## src/rtl/router_pkg.sv

```systemverilog
// Shared router definitions: packet header field layout.
// Used by the FIFO, the router FSM and the sync block.
package router_pkg;

  localparam int LEN_LSB = 2;
  localparam int LEN_W   = 6;

  // Payload length carried in a header word.
  function automatic logic [LEN_W-1:0] hdr_len(
    input logic [LEN_W+LEN_LSB-1:0] word
  );
    return LEN_W'(word >> LEN_LSB);
  endfunction

endpackage

```

## src/rtl/router_pkt_fifo_if.sv

```systemverilog
// Router output channel bundle: write side, read side, status.
// master = router/reader side, slave = the FIFO.
interface router_pkt_fifo_if #(
  parameter int DATA_W = 8,
  parameter int DEPTH  = 16
);
  localparam int CW = $clog2(DEPTH) + 1;

  logic              w_en;
  logic              lfd_state;
  logic [DATA_W-1:0] data_in;
  logic              r_en;
  logic [DATA_W-1:0] data_out;
  logic              rd_valid;
  logic              rd_sof;
  logic              rd_eop;
  logic              full;
  logic              empty;
  logic              almost_full;
  logic [CW-1:0]     count;
  logic              pkt_busy;
  logic              overflow;

  modport master (
    output w_en, lfd_state, data_in, r_en,
    input  data_out, rd_valid, rd_sof, rd_eop,
    input  full, empty, almost_full, count,
    input  pkt_busy, overflow
  );

  modport slave (
    input  w_en, lfd_state, data_in, r_en,
    output data_out, rd_valid, rd_sof, rd_eop,
    output full, empty, almost_full, count,
    output pkt_busy, overflow
  );

endinterface

```

## src/rtl/router_fifo_mem.sv

```systemverilog
// Simple dual-port array with registered read.
// No reset: contents are don't-care until written.
module router_fifo_mem #(
  parameter int DW = 9,
  parameter int AW = 4
) (
  input  logic          clk,
  input  logic          i_we,
  input  logic [AW-1:0] i_waddr,
  input  logic [DW-1:0] i_wdata,
  input  logic          i_re,
  input  logic [AW-1:0] i_raddr,
  output logic [DW-1:0] o_rdata
);

  logic [DW-1:0] r_mem [2**AW];

  // Write port and registered read port.
  always_ff @(posedge clk) begin
    if (i_we)
      r_mem[i_waddr] <= i_wdata;
    if (i_re)
      o_rdata <= r_mem[i_raddr];
  end

endmodule

```

## src/rtl/router_pkt_fifo.sv

```systemverilog
// Packet-aware router channel FIFO: pointers, flags,
// packet length tracking and read-side framing.
module router_pkt_fifo #(
  parameter int DATA_W   = 8,
  parameter int DEPTH    = 16,
  parameter int LEN_W    = 6,
  parameter int AFULL_TH = DEPTH - 2
) (
  input  logic clk,
  input  logic reset,
  input  logic soft_reset,
  router_pkt_fifo_if.slave bus
);
  import router_pkg::*;

  localparam int AW = $clog2(DEPTH);
  localparam int PW = AW + 1;
  localparam int RW = LEN_W + 1;

  logic [PW-1:0]     r_wptr;
  logic [PW-1:0]     r_rptr;
  logic [RW-1:0]     r_rem;
  logic              r_valid;
  logic              r_zero;
  logic              r_ovf;

  logic [DATA_W:0]   w_q;
  logic [RW-1:0]     w_rem;
  logic [PW-1:0]     w_cnt;
  logic [LEN_W-1:0]  w_len;
  logic              w_tag;
  logic              w_full;
  logic              w_empty;
  logic              w_wr;
  logic              w_rd;
  logic              w_clr;

  assign w_clr   = reset | soft_reset;
  assign w_empty = (r_wptr == r_rptr);
  assign w_full  = (r_wptr[AW] != r_rptr[AW]) &&
                   (r_wptr[AW-1:0] == r_rptr[AW-1:0]);
  assign w_cnt   = r_wptr - r_rptr;
  assign w_wr    = bus.w_en && !w_full;
  assign w_rd    = bus.r_en && !w_empty;

  router_fifo_mem #(
    .DW (DATA_W + 1),
    .AW (AW)
  ) u_mem (
    .clk     (clk),
    .i_we    (w_wr && !w_clr),
    .i_waddr (r_wptr[AW-1:0]),
    .i_wdata ({bus.lfd_state, bus.data_in}),
    .i_re    (w_rd && !w_clr),
    .i_raddr (r_rptr[AW-1:0]),
    .o_rdata (w_q)
  );

  // The word on the read port is the one read last edge;
  // r_rem is the length state before that word.
  assign w_tag = w_q[DATA_W];
  assign w_len = w_q[LEN_LSB+LEN_W-1:LEN_LSB];

  // Length state after folding in the word just read.
  always_comb begin
    w_rem = r_rem;
    if (r_valid) begin
      if (w_tag)
        w_rem = {1'b0, w_len} + RW'(1);
      else if (r_rem != '0)
        w_rem = r_rem - RW'(1);
      else
        w_rem = '0;
    end
  end

  // Pointers, length state, read framing, overflow.
  always_ff @(posedge clk) begin
    if (w_clr) begin
      r_wptr  <= '0;
      r_rptr  <= '0;
      r_rem   <= '0;
      r_valid <= 1'b0;
      r_zero  <= 1'b1;
      r_ovf   <= 1'b0;
    end else begin
      r_rem   <= w_rem;
      r_valid <= w_rd;
      if (w_wr)
        r_wptr <= r_wptr + PW'(1);
      if (w_rd) begin
        r_rptr <= r_rptr + PW'(1);
        r_zero <= 1'b0;
      end
      if (bus.w_en && w_full)
        r_ovf <= 1'b1;
    end
  end

  assign bus.data_out    = r_zero ? '0 : w_q[DATA_W-1:0];
  assign bus.rd_valid    = r_valid;
  assign bus.rd_sof      = r_valid && w_tag;
  assign bus.rd_eop      = r_valid && !w_tag &&
                           (r_rem == RW'(1));
  assign bus.full        = w_full;
  assign bus.empty       = w_empty;
  assign bus.count       = w_cnt;
  assign bus.almost_full = (w_cnt >= PW'(AFULL_TH));
  assign bus.pkt_busy    = (w_rem != '0);
  assign bus.overflow    = r_ovf;

endmodule

```

## src/flat_wrapper.sv

```systemverilog
// flat-port wrapper written by rule: the top's interface ports become plain ports
module router_pkt_fifo_flat import router_pkg::*;
#(
  parameter int DATA_W   = 8,
  parameter int DEPTH    = 16,
  parameter int LEN_W    = 6,
  parameter int AFULL_TH = DEPTH - 2
)
  (clk, reset, soft_reset, bus_w_en, bus_lfd_state, bus_data_in, bus_r_en, bus_data_out, bus_rd_valid, bus_rd_sof, bus_rd_eop, bus_full, bus_empty, bus_almost_full, bus_count, bus_pkt_busy, bus_overflow);
  router_pkt_fifo_if #(.DATA_W(DATA_W), .DEPTH(DEPTH)) bus_i ();
  input  logic clk;
  input  logic reset;
  input  logic soft_reset;
  input wire logic [$bits(bus_i.w_en)-1:0] bus_w_en;
  input wire logic [$bits(bus_i.lfd_state)-1:0] bus_lfd_state;
  input wire logic [$bits(bus_i.data_in)-1:0] bus_data_in;
  input wire logic [$bits(bus_i.r_en)-1:0] bus_r_en;
  output wire logic [$bits(bus_i.data_out)-1:0] bus_data_out;
  output wire logic [$bits(bus_i.rd_valid)-1:0] bus_rd_valid;
  output wire logic [$bits(bus_i.rd_sof)-1:0] bus_rd_sof;
  output wire logic [$bits(bus_i.rd_eop)-1:0] bus_rd_eop;
  output wire logic [$bits(bus_i.full)-1:0] bus_full;
  output wire logic [$bits(bus_i.empty)-1:0] bus_empty;
  output wire logic [$bits(bus_i.almost_full)-1:0] bus_almost_full;
  output wire logic [$bits(bus_i.count)-1:0] bus_count;
  output wire logic [$bits(bus_i.pkt_busy)-1:0] bus_pkt_busy;
  output wire logic [$bits(bus_i.overflow)-1:0] bus_overflow;
  assign bus_i.w_en = bus_w_en;
  assign bus_i.lfd_state = bus_lfd_state;
  assign bus_i.data_in = bus_data_in;
  assign bus_i.r_en = bus_r_en;
  assign bus_data_out = bus_i.data_out;
  assign bus_rd_valid = bus_i.rd_valid;
  assign bus_rd_sof = bus_i.rd_sof;
  assign bus_rd_eop = bus_i.rd_eop;
  assign bus_full = bus_i.full;
  assign bus_empty = bus_i.empty;
  assign bus_almost_full = bus_i.almost_full;
  assign bus_count = bus_i.count;
  assign bus_pkt_busy = bus_i.pkt_busy;
  assign bus_overflow = bus_i.overflow;
  router_pkt_fifo #(.DATA_W(DATA_W), .DEPTH(DEPTH), .LEN_W(LEN_W), .AFULL_TH(AFULL_TH)) u_core (.clk(clk), .reset(reset), .soft_reset(soft_reset), .bus(bus_i));
endmodule
```

## config.mk

```make
export PLATFORM = sky130hd
export DESIGN_NAME = router_pkt_fifo_flat
export DESIGN_NICKNAME = d
export VERILOG_FILES = /design/src/rtl/router_pkg.sv /design/src/rtl/router_pkt_fifo_if.sv /design/src/rtl/router_fifo_mem.sv /design/src/rtl/router_pkt_fifo.sv /design/src/flat_wrapper.sv
export SDC_FILE = /design/constraint.sdc
export NUM_CORES = 1
export LEC_CHECK = 0
export CORE_ASPECT_RATIO = 1.5
export CORE_MARGIN = 3
export CORE_UTILIZATION = 28
export DETAILED_ROUTE_END_ITERATION = 8
export SYNTH_ARGS = -nofsm -noshare
export SYNTH_HDL_FRONTEND = slang
export SYNTH_SLANG_ARGS = --single-unit
```

## constraint.sdc

```tcl
create_clock -name clk -period 6.23 [get_ports clk]
set_clock_uncertainty 0.1 [all_clocks]
set_input_delay 0.9345 -clock clk [delete_from_list [all_inputs] [get_ports clk]]
set_output_delay 0.9345 -clock clk [all_outputs]
set_load 0.005 [all_outputs]
```

==> impl_metrics.json <==
{
  "hp-class": "reg -> reg",
  "path_buf_inv": 2,
  "grt-ovfl-total": 0,
  "tightest_slew_ps": 1030,
  "synth_common_cells": "153 x edfxtp_1, 37 x mux4_2, 37 x nor2_1",
  "cp_data_arrival_time_ps": 2920,
  "drive_gt1_share_pct": 17.0,
  "place_congestion": 0.766,
  "power_density_nw_per_um2": 282,
  "clk_pin_slew_ps": 70,
  "setup_tns_ps": 0,
  "clk_latency_ps": 410,
  "end_kind": "output pin",
  "num_vias": 3673,
  "drv_cap": 0,
  "die_y_um": 202,
  "cp_top_family": "simple AND/OR/NAND/NOR gates",
  "cp_slowest_stage_delay_ps": 510,
  "holdBufCountCts": 0,
  "syn_inst": 403,
  "p_leak_nw": 2.66,
  "postRouteAntennaNets": 0,
  "viasPerCell": 4.67,
  "wl_per_cell_um": 18.5,
  "antenna_found_initial": 0,
  "relSlewSlack_pct": 31.1,
  "hpwl_mm": 10.5,
  "drt_iter0_markers": 296,
  "final_nets": 474,
  "peakVddDrop_mv": 0.151,
  "fp-row-count": 71,
  "hold_viol": 0,
  "fmax_mhz": 253,
  "numCtsBuffers": 17,
  "ctsResizeCount": 0,
  "synthesis.nets": 431,
  "clockBufferDepth": 2,
  "setup_viol": 0,
  "synth.distinct_cells": 47,
  "dieWidth_um": 137,
  "final_cells": 786,
  "num_antenna_cells": 0,
  "io_buffers": 34,
  "finalMaxSlewViolations": 0,
  "yosysWarnings": 0,
  "crit_cells": 8,
  "yosysSeqAreaShare_pct": 69.4,
  "whs_ps": 385,
  "synth_area_per_cell_um2": 17.9,
  "floorplan.initialDensity_pct": 28.5,
  "crit_chain": "inv_1, ha_1, or3b_1, or3_1, o221ai_1, and4b_1, nand4_1, clkdlybuf4s50_1",
  "crit_fanout": 6,
  "fin_util_pct": 33.7,
  "fin_crit_ps": 3960,
  "grt_usage_pct": 10.8,
  "boundaryPins": 35,
  "holdPathStages": 2,
  "grt_setup_unrepaired": "no",
  "synth_area_um2": 7200,
  "synth_top_area_cell": "edfxtp_1",
  "area_growth_pct": 18.0,
  "worstSetupPathType": "reg -> out",
  "synth-edff-count": 153,
  "clock_sinks": 173,
  "drc": 0,
  "cts_root_buffer": "clkbuf_16",
  "postCtsSetupBuffers": 0,
  "worstRegToRegCells": 6,
  "grt_max_degree": 40,
  "synthTopCellsByArea": "edfxtp_1 64%, mux4_2 12%, dfxtp_1 5.6%",
  "dieArea_um2": 27700,
  "cts_tree": "yes",
  "status": "completed",
  "slowest_stage": "clkdlybuf4s50_1",
  "core_um2": 25200,
  "grt_pass1_vias": 3785,
  "ctsHtreeMaxLevel": 4,
  "netlist.area_leader.share_pct": 63.8,
  "first_pass_iters": 5,
  "ys_ff_latch": 173,
  "place_inst": 755,
  "grt_pass1_wl_mm": 22.0,
  "cp_data_required_time_ps": 5200,
  "async_reset_ff_share_pct": 0,
  "critPathLaunchType": "register",
  "synth_top_flop_cell": "edfxtp_1",
  "timing.final.crit_share_pct": 63.5,
  "drt_wl_total_mm": 14.6,
  "post-synth-top-count-cell": "edfxtp_1"
}
-- state kept, by name, summed over array words and instances (netlist names) --
signal,flops
u_core.r_wptr,5
u_core.r_rem,7
u_core.bus.rd_valid,1
u_core.r_rptr,5
u_core.u_mem.o_rdata,9
u_core.r_zero,1
u_core.u_mem.r_mem,144
u_core.bus.overflow,1
-- worst reg2reg max path, delay by kind of cell (launching register included) --
family / cells / cell delay (ps)
compound gates: 1 / 400
fa+ha+maj: 1 / 390
buf+inv: 1 / 160
flops: 1 / 660
simple gates: 3 / 1300
-- through the flow --
| step | worst slack [ps] | area (µm²) | total power [mW] |
|---|---|---|---|
| 2_1_floorplan | 3040 | 7200 | 1.32 |
| 3_3_place_gp | 2750 | 7890 | 1.36 |
| 4_1_cts | 2250 | 8490 | 2.42 |
| 3_5_place_dp | 2720 | 7890 | 1.36 |
| 5_1_grt | 2150 | 8490 | 2.48 |
| 6_report | 2270 | 8490 | 2.39 |
-- cell type report --
class                   instances  area (µm²)
flip-flops and latches        173        5000
fillers                      2386       16700
well taps                     328         410
multi-input cells             201        2050
clock buffers                  20         489
repair buffers                 40         385
clock inverters                11         118
inverters                      13        48.8
-- power breakdown --
part,switching [mW],internal (mW)
clock,0.440,0.619
sequential,0.00303,1.26
combinational,0.0375,0.0304
total,0.480,1.91
-- cell families (layout without fill, tap and decap cells) --
family                     after synthesis  count (layout)  share of synthesized area [%]
adders and majority gates               14              14                           2.54
AOI/OAI and AO/OA                       25              25                           2.47
xor gates and xnor gates                15              15                           1.83
muxes                                   47              47                           14.8
buffers and inverters                   29              84                           2.19
DFF                                    173             173                           69.4
and+or+nand+nor                        100             100                           6.81
-- final timing paths --
check / startpoint / slack [ps] / end
min reg2reg: u_core.bus.overflow$_SDFFE_PP0P_ / 390 / u_core.bus.overflow$_SDFFE_PP0P_
max reg2reg: u_core.r_rptr[2]$_SDFFE_PP0P_ / 2840 / u_core.u_mem.r_mem[9][3]$_DFFE_PP_
min: u_core.bus.overflow$_SDFFE_PP0P_ / 390 / u_core.bus.overflow$_SDFFE_PP0P_
max: u_core.r_rem[0]$_SDFF_PP0_ / 2270 / bus_pkt_busy
-- placed cells by master, fill, tap and decap left out, types with 8 or more instances in the layout --
cell,n
mux4_1,8
dfxtp_1,19
nor3_1,9
clkbuf_16,19
nor2b_1,9
nor2_1,37
xnor2_1,8
edfxtp_1,153
mux4_2,37
clkdlybuf4s50_1,34
nand3_1,10
nand2_1,14
ha_1,13
inv_1,13
-- metal layers --
metal	vias up	GRT usage, %	routed length [µm]
li1	1689	-	-
met1	1845	11.9	5530
met2	120	19.7	8090
met3	19	2.27	638
met4	0	4.89	319
met5	-	0	0
No activity file was read; power rests on OpenSTA's default activity.
